**config.mk**
```make
export PLATFORM = sky130hd
export DESIGN_NAME = irq_arbiter
export DESIGN_NICKNAME = d
export VERILOG_FILES = /design/src/rtl/irq_arbiter.sv
export SDC_FILE = /design/constraint.sdc
export NUM_CORES = 1
export LEC_CHECK = 0
export CAP_MARGIN = 15
export CORE_MARGIN = 4
export CORE_UTILIZATION = 55
export CTS_BUF_LIST = sky130_fd_sc_hd__clkbuf_2
export DETAILED_ROUTE_END_ITERATION = 16
export GPL_ROUTABILITY_DRIVEN = 1
export MAX_ROUTING_LAYER = met4
export PLACE_DENSITY_LB_ADDON = 0.3
export SETUP_SLACK_MARGIN = 0.02
export SLEW_MARGIN = 15
export SYNTH_ARGS = -nofsm -noshare
export SYNTH_HDL_FRONTEND = slang
export SYNTH_SLANG_ARGS = --single-unit
```
**constraint.sdc**
```tcl
create_clock -name clock -period 31.1 [get_ports clock]
set_clock_uncertainty 0.05 [all_clocks]
set_input_delay 6.22 -clock clock [delete_from_list [all_inputs] [get_ports clock]]
set_output_delay 6.22 -clock clock [all_outputs]
set_load 0.01 [all_outputs]
```
**src/rtl/irq_arbiter.sv**
```systemverilog
// External interrupt arbiter: per-source gateways, priority/threshold
// arbitration and a claim/complete register port in front of the CSR file.
module irq_arbiter #(
  parameter int NUM_SRC = 8,
  parameter int PRIO_W  = 3
) (
  input  logic               clock,
  input  logic               reset,
  input  logic [NUM_SRC-1:0] src_irq,
  input  logic               cfg_ren,
  input  logic               cfg_wen,
  input  logic [5:0]         cfg_addr,
  input  logic [31:0]        cfg_wd,
  output logic [31:0]        cfg_rd,
  output logic               external_interrupt,
  output logic [4:0]         irq_id
);

  localparam logic [5:0] ADDR_ENABLE    = 6'h00;
  localparam logic [5:0] ADDR_THRESHOLD = 6'h01;
  localparam logic [5:0] ADDR_PENDING   = 6'h02;
  localparam logic [5:0] ADDR_CLAIM     = 6'h03;
  localparam logic [5:0] ADDR_PRIO_BASE = 6'h20;

  typedef enum logic [1:0] {IDLE, PENDING, CLAIMED} gw_state_t;

  gw_state_t          state      [NUM_SRC];
  gw_state_t          state_next [NUM_SRC];
  logic [PRIO_W-1:0]  prio       [NUM_SRC];
  logic [NUM_SRC-1:0] enable;
  logic [PRIO_W-1:0]  threshold;
  logic [NUM_SRC-1:0] pending;
  logic [4:0]         best_id;
  logic [PRIO_W-1:0]  best_prio;
  logic               claim;
  logic               complete;
  logic [31:0]        rd_data;
  logic               unused_wd;

  assign claim     = cfg_ren && (cfg_addr == ADDR_CLAIM);
  assign complete  = cfg_wen && (cfg_addr == ADDR_CLAIM);
  assign unused_wd = ^cfg_wd;

  always_comb begin
    for (int i = 0; i < NUM_SRC; i++) begin
      pending[i] = (state[i] == PENDING);
    end
  end

  // Scanning from the top ID down with >= leaves the lowest ID on ties.
  always_comb begin
    best_id   = '0;
    best_prio = '0;
    for (int i = NUM_SRC - 1; i >= 0; i--) begin
      if (pending[i] && enable[i] && (prio[i] != '0) && (prio[i] >= best_prio)) begin
        best_id   = 5'(i + 1);
        best_prio = prio[i];
      end
    end
  end

  always_comb begin
    for (int i = 0; i < NUM_SRC; i++) begin
      state_next[i] = state[i];
      case (state[i])
        IDLE:    if (src_irq[i]) state_next[i] = PENDING;
        PENDING: if (claim && (best_id == 5'(i + 1))) state_next[i] = CLAIMED;
        CLAIMED: if (complete && (cfg_wd[4:0] == 5'(i + 1))) state_next[i] = IDLE;
        default: state_next[i] = IDLE;
      endcase
    end
  end

  always_ff @(posedge clock) begin
    for (int i = 0; i < NUM_SRC; i++) begin
      if (reset) state[i] <= IDLE;
      else       state[i] <= state_next[i];
    end
  end

  always_comb begin
    rd_data = '0;
    case (cfg_addr)
      ADDR_ENABLE:    rd_data[NUM_SRC-1:0] = enable;
      ADDR_THRESHOLD: rd_data[PRIO_W-1:0]  = threshold;
      ADDR_PENDING:   rd_data[NUM_SRC-1:0] = pending;
      ADDR_CLAIM:     rd_data[4:0]         = best_id;
      default: begin
        for (int i = 0; i < NUM_SRC; i++) begin
          if (cfg_addr == ADDR_PRIO_BASE + 6'(i)) rd_data[PRIO_W-1:0] = prio[i];
        end
      end
    endcase
  end

  always_ff @(posedge clock) begin
    if (reset) begin
      enable    <= '0;
      threshold <= '0;
      for (int i = 0; i < NUM_SRC; i++) prio[i] <= '0;
    end else if (cfg_wen) begin
      case (cfg_addr)
        ADDR_ENABLE:    enable    <= cfg_wd[NUM_SRC-1:0];
        ADDR_THRESHOLD: threshold <= cfg_wd[PRIO_W-1:0];
        default: begin
          for (int i = 0; i < NUM_SRC; i++) begin
            if (cfg_addr == ADDR_PRIO_BASE + 6'(i)) prio[i] <= cfg_wd[PRIO_W-1:0];
          end
        end
      endcase
    end
  end

  // Read data is captured from pre-write values and held until the next read.
  always_ff @(posedge clock) begin
    if (reset) begin
      cfg_rd             <= '0;
      external_interrupt <= 1'b0;
      irq_id             <= '0;
    end else begin
      external_interrupt <= (best_prio > threshold);
      irq_id             <= best_id;
      if (cfg_ren) cfg_rd <= rd_data;
    end
  end

endmodule
```
# Yosys cells after proc, flatten, opt, wreduce, memory -nomap -nowiden
# Memories as Yosys holds them, arrays and structs flattened.
# Cells that the tools add are included.
# totals
ff_bits	25
ramBits	40
inputBits	50
out_inout_bits	38
wordCells	255
n_memories	2
# classes
order_cmp	9
eq_ne	43
muxes	118
bitwise	16
n_reduce_logical	62
# mem_list
name	depth	width	read_ports	rd_clocked_by_memory_dff	write_ports	line_no	source
prio	8	3	8	0	8	29	logic [PRIO_W-1:0] prio [NUM_SRC];
state	8	2	8	0	8	27	gw_state_t state [NUM_SRC];
# ops
operator	n
3-bit 2-to-1 mux	24
2-bit 2-to-1 mux	32
2-bit one-hot mux with 3 select lines	9
6-bit == test (second input constant)	8
1-bit 2-to-1 mux	43
1-bit logical AND	42
5-bit by 3-bit == test with 1-bit output (second input constant)	8
5-bit 2-to-1 mux	7
3-bit nonzero test	8
3-bit greater-or-equal comparator	7
5-bit by 2-bit == test with 1-bit output (second input constant)	4
2-bit by 1-bit == test with 1-bit output (second input constant)	8
2-bit == test (second input constant)	8
2-bit logical NOT	8
1-bit bitwise OR	16
6-bit by 2-bit == test with 1-bit output (second input constant)	2
3-bit one-hot mux with 4 select lines	1
5-bit by 1-bit == test with 1-bit output (second input constant)	2
5-bit by 4-bit == test with 1-bit output (second input constant)	2
6-bit by 1-bit == test with 1-bit output (second input constant)	1
6-bit logical NOT	1
3-bit one-hot mux with 2 select lines	1
4-bit 2-to-1 mux	1
2-bit AND reduction	2
3 further kinds	3

# Longest topological paths before layout
# Gate-level depths: netlist of the first run.
# An unclocked memory read counts as a cell.
# logic_depth
depth_word	32
depth_mapped	51
depth_no_buf	49

# Worst setup path before layout of the first run
# Ideal clock, no wire load.
# synth_path
path_type	reg2reg
from	mem state[1][7] (netlist name)
to	mem state[0][7] (netlist name)
setup_time_ns	0.084
t_arrival_ns	10.475
t_required_ns	30.966
path_slack_ns	20.490
path_stages_with_launch	47
n_path_buf	2
period_less_slack_ns	10.610
cell_sequence	dfxtp_1 and3b_1 clkbuf_1 and2_1 ha_1 nand2b_1 a31oi_2 o311a_1 nor2_1 ha_1 a21o_1 a31oi_1 or2_1 a31oi_1 ha_1 nor2b_1 maj3_1 o31a_1 [11 not listed] or2_1 clkbuf_1 o31ai_1 ha_1 nand2b_1 a21oi_1 nor2b_1 o2111ai_1 mux2_2 ha_1 nand2b_1 a21oi_1 nor2b_1 o2111ai_1 nand2_1 or4b_1 or3_1 o31ai_2
# synth_rtl
item	line_no
from (decl)	27

==> impl_metrics.env, run 1 <==
export IMPL_status="finished, final reports clean"
export IMPL_finalMaxSlewViolations=0
export IMPL_first_global_vias=3613
export IMPL_layout_nets=601
export IMPL_synth_edff_count=24
export IMPL_crit_path_end_kind="flip-flop"
export IMPL_reg2reg_depth=44
export IMPL_worstHoldStart="state[0][3]$_SDFFE_PP0P_"
export IMPL_layout_commonest_cell="nor2_1"
export IMPL_drv_cap=0
export IMPL_layout_common_cells="nor2_1 (73), nand2_1 (41), dfxtp_1 (40)"
export IMPL_critPathLaunchType="flip-flop"
export IMPL_whs_endpoint="state[0][2]$_SDFFE_PP0P_"
export IMPL_rsz0062_at_grt="no"
export IMPL_synthArstFlopShare_pct=0
export IMPL_tns_ns=0
export IMPL_root_buffer="clkbuf_2"
export IMPL_vias_per_cell=6.16
export IMPL_synth_yosys_seq_area_share_pct=35.7
export IMPL_ys_flop_type="dfxtp_1"
export IMPL_cts_resized=0
export IMPL_vdd_drop_max_uv=20.4
export IMPL_cts_buffer_depth=2
export IMPL_floorplan_initialDensity_pct=57.6
export IMPL_critPathTopFamily="compound AO/OA/AOI/OAI gates"
export IMPL_port_buffers=38
export IMPL_min_delay_path_class="flip-flop to flip-flop"
export IMPL_relSlewSlack_pct=22.0
export IMPL_rows=31
export IMPL_grt_max_degree=41
export IMPL_cp_num_buf_inv=0
export IMPL_yosysWarnings=0
export IMPL_ys_ff_latch=64
export IMPL_syn_inst=502
export IMPL_overflow=0
export IMPL_num_io_pins=88
export IMPL_hold_depth=1
export IMPL_routed_wl_um=11500
export IMPL_crit_top_cell="ha_1"
export IMPL_ctsHoldBuffers=0
export IMPL_grtUsageTotal_pct=26.1
export IMPL_die_area_sq_um=9230
export IMPL_ys_types=63
export IMPL_htree_levels=3
export IMPL_die_x_um=96.1
export IMPL_tightest_slew_ns=1.16
export IMPL_tritoncts="built"
export IMPL_wl_per_cell_um=18.0
export IMPL_cts_buffers=9
export IMPL_firstDrtPassIters=6
export IMPL_dpl_instance_area_sq_um=4610
export IMPL_dieHeight_um=96.1
export IMPL_gp_routability_congestion=0.968
export IMPL_post_route_drc_count=0
export IMPL_max_stage_delay_ns=0.92
export IMPL_setup_viol=0
export IMPL_grt_antenna_before_repair=0
export IMPL_hold_viol_final=0
export IMPL_vias=3912
export IMPL_max_freq_mhz=77.9
export IMPL_grt_first_pass_wirelength_um=17800
export IMPL_core_sq_um=7410
export IMPL_detail_route_antenna_nets=0
export IMPL_cp_arrival_ns=13.24
export IMPL_ff2ff_setup_slack_ns=18.27
export IMPL_final_area_sq_um=4730
export IMPL_insertion_delay_ns=0.55
export IMPL_cts_sinks=64
export IMPL_drtIter0Drc=308
export IMPL_path_class="flip-flop to flip-flop"
export IMPL_layout_drive_gt1_share_pct=5.60
export IMPL_antennaDiodeCount=0
export IMPL_worstPathMaxFanout=15
export IMPL_fin_crit_ns=12.83
export IMPL_fin_crit_sh_pct=41.3
export IMPL_path_clk_slew_ns=0.23
export IMPL_cpMaxStageDelayCell="o31ai_1"
export IMPL_reg2reg_from="state[1][6]$_SDFFE_PP0P_"
export IMPL_powerDensity_nw_per_um2=36.0
export IMPL_syn_area_sq_um=4270
export IMPL_area_growth_pct=10.9
export IMPL_crit_required_ns=31.51
export IMPL_synth_avg_cell_area_sq_um=8.50
export IMPL_r2r_end="state[0][7]$_SDFFE_PP0P_"
export IMPL_post_cts_setup_buffers=0
export IMPL_p_leak_uw=0.00190
export IMPL_hpwl_um=8630
-- registers in the layout (all words and copies together), names as in the netlist --
signal and flops:
prio 24, enable 8, cfg_rd 8, state 16, irq_id 4, external_interrupt 1, threshold 3
-- worst reg2reg max path, delay by kind of cell (launching register included) --
| family | cells | cell delay (ns) |
|---|---|---|
| mux | 1 | 0.43 |
| fa+ha+maj | 8 | 2.38 |
| compound gates | 17 | 5.73 |
| flops | 1 | 0.44 |
| simple gates | 18 | 3.74 |
-- logic make-up after synthesis --
family          synth area share, %
simple gates                   23.6
fa+ha+maj                      6.10
other cells                  0.0879
flops                          35.7
buf+inv                        8.42
mux                            6.57
compound gates                 19.6
-- metrics by stage --
step	total power, uW	util [%]	cells	hold slack [ns]	worst slack, ns
finish	170	63.8	635	0.433	18.27
global route	176	63.8	635	0.455	17.73
CTS	170	63.8	635	0.427	18.53
detailed placement	116	62.2	619	0.401	18.60
global placement	115	62.2	619	0.375	18.97
floorplan	110	-	526	0.364	20.49
-- area by class of cell --
| type | count | area [sq um] |
|---|---|---|
| fill | 645 | 2680 |
| multi-input combinational | 392 | 2470 |
| sequential | 64 | 1520 |
| timing repair buffer | 40 | 395 |
| tap | 99 | 124 |
| inverter | 24 | 90.1 |
| clock inverter | 7 | 77.6 |
| clock buffer | 9 | 45.0 |
-- per-layer routing --
layer	track usage [%]	routed length, um	vias to the layer above
li1	-	-	1844
met1	33.0	4930	1821
met2	40.8	5230	214
met3	3.99	917	33
met4	12.6	387	0
met5	-	0	-
-- cells in the mapped netlist, types with 3 or more instances --
cell | instances | area share, %
nor4b_1 | 6 | 1.2
ha_1 | 20 | 5.9
mux2_2 | 4 | 1.1
or3_1 | 8 | 1.2
nor3b_1 | 5 | 0.88
a311oi_1 | 4 | 0.82
nand3b_1 | 4 | 0.70
or2_1 | 3 | 0.44
o221ai_1 | 3 | 0.62
edfxtp_1 | 24 | 17
o31a_1 | 3 | 0.62
o211ai_1 | 5 | 0.88
dfxtp_1 | 40 | 19
nand2_1 | 41 | 3.6
and3_1 | 3 | 0.44
buf_4 | 25 | 4.4
nand3_1 | 13 | 1.5
o311a_1 | 4 | 0.94
buf_1 | 3 | 0.26
clkbuf_1 | 16 | 1.4
nand2b_1 | 15 | 2.2
o2111ai_1 | 4 | 0.82
and2_1 | 3 | 0.44
mux2i_1 | 19 | 4.5
nor3_1 | 10 | 1.2
nor4_1 | 3 | 0.44
o31ai_1 | 6 | 1.1
nand4_1 | 3 | 0.44
nor2_1 | 73 | 6.4
o211a_1 | 3 | 0.70
o21ai_0 | 24 | 2.8
o21a_1 | 4 | 0.70
nor2b_1 | 9 | 1.3
inv_1 | 23 | 2.0
a21o_1 | 7 | 1.2
a31oi_1 | 9 | 1.3
a21oi_1 | 19 | 2.2
-- power by group --
| part | switching [uW] | leakage [uW] | internal [uW] |
|---|---|---|---|
| Combinational | 12.7 | 0.00127 | 8.73 |
| Sequential | 3.51 | 0.000555 | 90.2 |
| Clock | 35.8 | 0.0000729 | 19.3 |
| Total | 52.0 | 0.00190 | 118 |
-- worst max path at each step --
stage / start / to / slack (ns) / cells after the start
after floorplan: state[1][7]$_SDFFE_PP0P_ / state[0][7]$_SDFFE_PP0P_ / 20.49 / 46
after global placement: state[1][7]$_SDFFE_PP0P_ / state[0][7]$_SDFFE_PP0P_ / 18.97 / 44
after detailed placement: state[1][7]$_SDFFE_PP0P_ / state[0][7]$_SDFFE_PP0P_ / 18.60 / 44
after CTS: state[1][6]$_SDFFE_PP0P_ / state[0][7]$_SDFFE_PP0P_ / 18.53 / 44
after global routing: state[1][6]$_SDFFE_PP0P_ / state[0][7]$_SDFFE_PP0P_ / 17.73 / 44
final: state[1][6]$_SDFFE_PP0P_ / state[0][7]$_SDFFE_PP0P_ / 18.27 / 44
Note: power is estimated with default switching activity, not from simulation.
==> inputs of run 2 (changes only) <==
- CORE_UTILIZATION: 55 -> 48
- clock period: 31.1 -> 11.5 ns (I/O delays scaled with it)
==> run 2 against run 1 <==
Compared with the run above:
- non-clock buffer count rose by 5
- total power rose to 2.9 times the previous value
- routed wire length up 0.96%
- final area rose by 2.6%
- count of clock-buffer cells in the layout is the same
- critical endpoint unchanged
- highest routed layer unchanged
==> impl_metrics.env, run 2 (same netlist as run 1, synthesis figures left out) <==
export IMPL_layout_setup_ws_ns=0.751
export IMPL_antennaDiodeCount=0
export IMPL_drv_cap=0
export IMPL_layout_cells_non_filler=649
export IMPL_tightest_slew_ns=0.709
export IMPL_cts_sinks=64
export IMPL_p_leak_uw=0.00195
export IMPL_drtIter0Drc=412
export IMPL_wl_per_cell_um=17.8
export IMPL_cpMaxStageDelayCell="or4b_1"
export IMPL_crit_path_end_kind="flip-flop"
export IMPL_worstPathMaxFanout=15
export IMPL_grt_max_degree=41
export IMPL_powerDensity_nw_per_um2=102
export IMPL_critPathLaunchType="flip-flop"
export IMPL_vias=3918
export IMPL_overflow=0
export IMPL_root_buffer="clkbuf_2"
export IMPL_port_buffers=38
export IMPL_clkPwrFrac_pct=37.3
export IMPL_switchingPower_uw=135
export IMPL_dp_cells=631
export IMPL_seq_power_share_pct=51.0
export IMPL_use_met1_pct=28.3
export IMPL_swShare_pct=27.2
export IMPL_final_area_sq_um=4850
export IMPL_layout_commonest_cell="nor2_1"
export IMPL_tritoncts="built"
export IMPL_largest_reg_flops=24
export IMPL_hold_viol_final=0
export IMPL_use_met2_pct=37.9
export IMPL_layout_common_cells="nor2_1 (73), nand2_1 (41), dfxtp_1 (40)"
export IMPL_fin_crit_ns=10.75
export IMPL_num_io_pins=88
export IMPL_layout_drive_gt1_share_pct=6.84
export IMPL_setup_viol=0
export IMPL_area_growth_pct=13.8
export IMPL_crit_required_ns=11.91
export IMPL_grtUsageTotal_pct=23.1
export IMPL_grt_busiest_layer="met2"
export IMPL_first_global_vias=3600
export IMPL_post_route_drc_count=0
export IMPL_dpl_instance_area_sq_um=4640
export IMPL_grt_antenna_before_repair=0
export IMPL_crit_top_cell="ha_1"
export IMPL_detail_route_antenna_nets=0
export IMPL_max_freq_mhz=93.0
export IMPL_reg_largest_list="prio (24), state (16)"
export IMPL_floorplan_initialDensity_pct=49.1
export IMPL_regMostFlops="prio"
export IMPL_fin_hold_ws_ns=0.411
export IMPL_die_x_um=102
export IMPL_path_clk_slew_ns=0.21
export IMPL_finalMaxSlewViolations=0
export IMPL_htree_levels=3
export IMPL_relSlewSlack_pct=52.1
export IMPL_cts_buffers=9
export IMPL_max_stage_delay_ns=0.53
export IMPL_grt_util_met3_pct=5.39
export IMPL_path_class="flip-flop to flip-flop"
export IMPL_status="finished, final reports clean"
export IMPL_dieHeight_um=102
export IMPL_min_delay_path_class="flip-flop to flip-flop"
export IMPL_p_comb_share_pct=11.8
export IMPL_grt_first_pass_wirelength_um=18000
export IMPL_rows=34
export IMPL_routed_wl_um=11600
export IMPL_vdd_drop_max_uv=87.7
export IMPL_layout_nets=606
export IMPL_firstDrtPassIters=6
export IMPL_hpwl_um=8670
export IMPL_vias_per_cell=6.04
export IMPL_core_sq_um=8680
export IMPL_cts_buffer_depth=2
export IMPL_insertion_delay_ns=0.53
export IMPL_gp_routability_congestion=0.931
export IMPL_fin_crit_sh_pct=93.5
export IMPL_cp_arrival_ns=11.16
export IMPL_p_int_uw=362
export IMPL_ctsHoldBuffers=0
export IMPL_die_area_sq_um=10500
export IMPL_place_ws_ns=0.0713
-- run 2: power groups by stage --
stage / Clock, uW / Combinational [uW] / Sequential [uW]
after global routing: 197 / 65.0 / 254
after global placement: 0 / 55.5 / 258
after floorplan: 0 / 41.8 / 255
final: 185 / 58.5 / 253
after detailed placement: 0 / 56.9 / 258
after CTS: 188 / 57.2 / 253
-- run 2: critical path: cells and delay by family, from the launching register on --
| kind | cells | cell delay, ns |
|---|---|---|
| muxes | 1 | 0.39 |
| DFF | 1 | 0.43 |
| AOI/OAI and AO/OA | 16 | 3.73 |
| adders and majority gates | 8 | 2.36 |
| and+or+nand+nor | 19 | 3.70 |
-- run 2: path summary, 6_finish.rpt --
kind,end,from,slack [ns],cells after the start
max,state[0][7]$_SDFFE_PP0P_,state[1][7]$_SDFFE_PP0P_,0.75,44
min reg2reg,state[0][0]$_SDFFE_PP0P_,state[0][1]$_SDFFE_PP0P_,0.41,1
max reg2reg,state[0][7]$_SDFFE_PP0P_,state[1][7]$_SDFFE_PP0P_,0.75,44
min,state[0][0]$_SDFFE_PP0P_,state[0][1]$_SDFFE_PP0P_,0.41,1
-- run 2: final cells by class --
class,count,area [sq um]
Fill cell,805,3820
Multi-Input combinational cell,392,2510
Sequential cell,64,1520
Timing Repair Buffer,45,433
Tap cell,108,135
Clock inverter,7,118
Inverter,24,90.1
Clock buffer,9,45.0
-- run 2: metrics by stage --
| stage | utilization, % | setup TNS (ns) | power, uW |
|---|---|---|---|
| after floorplan | - | 0 | 297 |
| after global placement | 53.5 | 0 | 313 |
| after detailed placement | 53.5 | 0 | 315 |
| after CTS | 55.4 | 0 | 498 |
| after global routing | 55.9 | -0.0224 | 517 |
| final | 55.9 | 0 | 497 |
-- run 2: what timing repair did --
action	in CTS	in global routing
endpoints found under the setup margin	1	18
gates resized for setup	1	5
pin swaps	0	1
setup buffers	0	2
-- run 2: routing by layer --
layer / routed length (um) / up-vias
li1: - / 1863
met1: 4800 / 1821
met2: 5510 / 206
met3: 1020 / 28
met4: 240 / 0
met5: 0 / -
==> inputs of run 3 (changes only) <==
- ABC_AREA: not set -> 1
==> run 3 against run 2 <==
Compared with the run above:
- routed wire length decreased by 8.1%
- non-clock buffer count decreased by 6
- register-to-register slack better by 2.0 ns
- global-route usage fell by 1.2 points
- critical endpoint is now external_interrupt$_SDFF_PP0_
- count of clock-buffer cells in the layout up 1
- maximum frequency grew 22%
- core utilization grew 0.17 points
- highest routed layer unchanged
- via count down 2.0%
- flip-flop and latch count unchanged
==> impl_metrics.env, run 3 <==
export IMPL_layout_drive_gt1_share_pct=10.2
export IMPL_p_leak_uw=0.00208
export IMPL_area_growth_pct=11.1
export IMPL_grt_antenna_before_repair=0
export IMPL_cts_buffers=9
export IMPL_fin_crit_sh_pct=76.5
export IMPL_max_stage_delay_ns=0.42
export IMPL_yosysTopAreaCell="dfxtp_1"
export IMPL_first_global_vias=3697
export IMPL_crit_top_cell="nand2_1"
export IMPL_tns_ns=0
export IMPL_post_route_drc_count=0
export IMPL_hpwl_um=8400
export IMPL_vias_per_cell=5.25
export IMPL_rsz0062_at_grt="no"
export IMPL_floorplan_initialDensity_pct=50.5
export IMPL_ys_types=48
export IMPL_syn_inst=580
export IMPL_layout_cells_non_filler=731
export IMPL_vias=3841
export IMPL_p_int_uw=295
export IMPL_ys_ff_latch=64
export IMPL_status="finished, final reports clean"
export IMPL_yosys_top_cells_count="nand2_1 (112), nor2_1 (85), inv_1 (80)"
export IMPL_synth_area_top_cells="dfxtp_1 (19%), edfxtp_1 (17%), nand2_1 (9.9%), nor2_1 (7.5%), inv_1 (7.1%)"
export IMPL_htree_levels=3
export IMPL_max_freq_mhz=114
export IMPL_synthArstFlopShare_pct=0
export IMPL_routed_wl_um=10600
export IMPL_detail_route_antenna_nets=0
export IMPL_min_delay_path_class="flip-flop to flip-flop"
export IMPL_crit_required_ns=11.89
export IMPL_num_io_pins=88
export IMPL_yosysMostFrequentCell="nand2_1"
export IMPL_tritoncts="built"
export IMPL_finalMaxSlewViolations=0
export IMPL_dieHeight_um=102
export IMPL_powerDensity_nw_per_um2=91.1
export IMPL_largest_reg_flops=24
export IMPL_grtUsageTotal_pct=21.9
export IMPL_core_sq_um=8380
export IMPL_die_x_um=102
export IMPL_cts_sinks=64
export IMPL_fillers=831
export IMPL_cp_arrival_ns=9.19
export IMPL_yosysWarnings=0
export IMPL_syn_area_sq_um=4230
export IMPL_synth_avg_cell_area_sq_um=7.30
export IMPL_ys_flop_type="dfxtp_1"
export IMPL_crit_path_end_kind="flip-flop"
export IMPL_post_cts_setup_buffers=0
export IMPL_drtIter0Drc=186
export IMPL_die_area_sq_um=10400
export IMPL_cpMaxStageDelayCell="dfxtp_1"
export IMPL_drv_cap=0
export IMPL_insertion_delay_ns=0.52
export IMPL_vdd_drop_max_uv=63.2
export IMPL_switchingPower_uw=133
export IMPL_root_buffer="clkbuf_2"
export IMPL_ctsHoldBuffers=0
export IMPL_synth_yosys_seq_area_share_pct=35.9
export IMPL_regMostFlops="prio"
export IMPL_synth_top_area_share_pct=18.9
export IMPL_cts_buffer_depth=2
export IMPL_p_comb_share_pct=14.1
export IMPL_grt_first_pass_wirelength_um=17000
export IMPL_postLayoutCoreUtil_pct=56.1
export IMPL_rows=33
export IMPL_overflow=0
export IMPL_gp_routability_congestion=0.974
export IMPL_grt_max_degree=28
export IMPL_dp_cells=715
export IMPL_layout_commonest_cell="nand2_1"
export IMPL_path_class="flip-flop to flip-flop"
export IMPL_synth_edff_count=24
export IMPL_reg_largest_list="prio (24), state (16)"
export IMPL_layout_nets=691
export IMPL_antennaDiodeCount=0
export IMPL_worstPathMaxFanout=12
export IMPL_wl_per_cell_um=14.5
export IMPL_layout_common_cells="nand2_1 (112), nor2_1 (85), inv_1 (80)"
export IMPL_seq_power_share_pct=58.9
export IMPL_critPathLaunchType="flip-flop"
export IMPL_fin_crit_ns=8.80
export IMPL_cts_resized=0
export IMPL_setup_viol=0
export IMPL_hold_viol_final=0
export IMPL_firstDrtPassIters=5
export IMPL_clkPwrFrac_pct=27.0
export IMPL_swShare_pct=31.0
export IMPL_tightest_slew_ns=0.869
export IMPL_relSlewSlack_pct=41.7
export IMPL_path_clk_slew_ns=0.20
export IMPL_port_buffers=38
[run 3: changes by cell type after synthesis, sizes merged, moves of 7 or more]
cell	delta
nand3	+25
nor2b	-10
nand2	+88
a21o	-7
a21oi	+17
o31ai	-7
inv	+62
a31oi	-9
clkbuf	-9
nor2	+18
o21ai	+15
mux2i	-19
or3	-8
nand2b	-15
[run 3: worst max-delay path, delay by kind of cell (launching register included)]
family          cells  cell delay (ns)
buf+inv             6             0.47
flops               1             0.42
compound gates     16             2.38
fa+ha+maj           8             2.34
simple gates       30             3.08
[run 3: final cells by class]
cell class | instances | area [sq um] | area share [%]
Sequential cell | 64 | 1520 | 32.4
Clock buffer | 10 | 50.0 | 1.06
Multi-Input combinational cell | 421 | 2250 | 47.9
Timing Repair Buffer | 39 | 388 | 8.25
Clock inverter | 6 | 35.0 | 0.745
Tap cell | 105 | 131 | 2.79
Inverter | 86 | 323 | 6.87
[run 3: worst paths after layout]
kind	startpoint	endpoint	slack (ns)	depth (start not counted)
worst max register to register	state[1][6]$_SDFFE_PP0P_	external_interrupt$_SDFF_PP0_	2.70	60
worst min-delay path	state[0][2]$_SDFFE_PP0P_	state[0][2]$_SDFFE_PP0P_	0.39	1
worst max-delay path	state[1][6]$_SDFFE_PP0P_	external_interrupt$_SDFF_PP0_	2.70	60
worst min register to register	state[0][2]$_SDFFE_PP0P_	state[0][2]$_SDFFE_PP0P_	0.39	1
[run 3: metrics by stage]
step	setup slack (ns)	hold slack [ns]	instance area [sq um]	total power, uW
after CTS	2.68	0.394	4700	431
after floorplan	4.01	0.357	4320	298
after global placement	2.96	0.364	4620	315
after detailed placement	2.77	0.371	4620	317
after global routing	1.76	0.412	4700	451
final	2.70	0.388	4700	428
[run 3: cells by family (layout without fill, tap and decap cells)]
kind of cell    after synthesis  in the layout  share of synthesized area [%]
other cells                   1             25                         0.0886
fa+ha+maj                    20             20                           5.91
flops                        64             64                           35.9
simple gates                274            274                           30.3
buf+inv                     119            141                           12.9
compound gates              102            102                           14.8
[run 3: power by group through the flow]
stage | clock network (uW) | logic, uW | registers, uW
3_3_place_gp | 0 | 58.4 | 256
4_1_cts | 119 | 60.1 | 252
2_1_floorplan | 0 | 42.9 | 255
3_5_place_dp | 0 | 59.9 | 257
6_report | 116 | 60.5 | 252
5_1_grt | 129 | 68.3 | 254
[run 3: metal layers]
metal / global-route usage, % / vias up / wire length (um)
li1: - / 1936 / -
met1: 27.8 / 1754 / 4700
met2: 35.0 / 135 / 4980
met3: 4.37 / 16 / 783
met4: 7.47 / 0 / 175
met5: - / - / 0
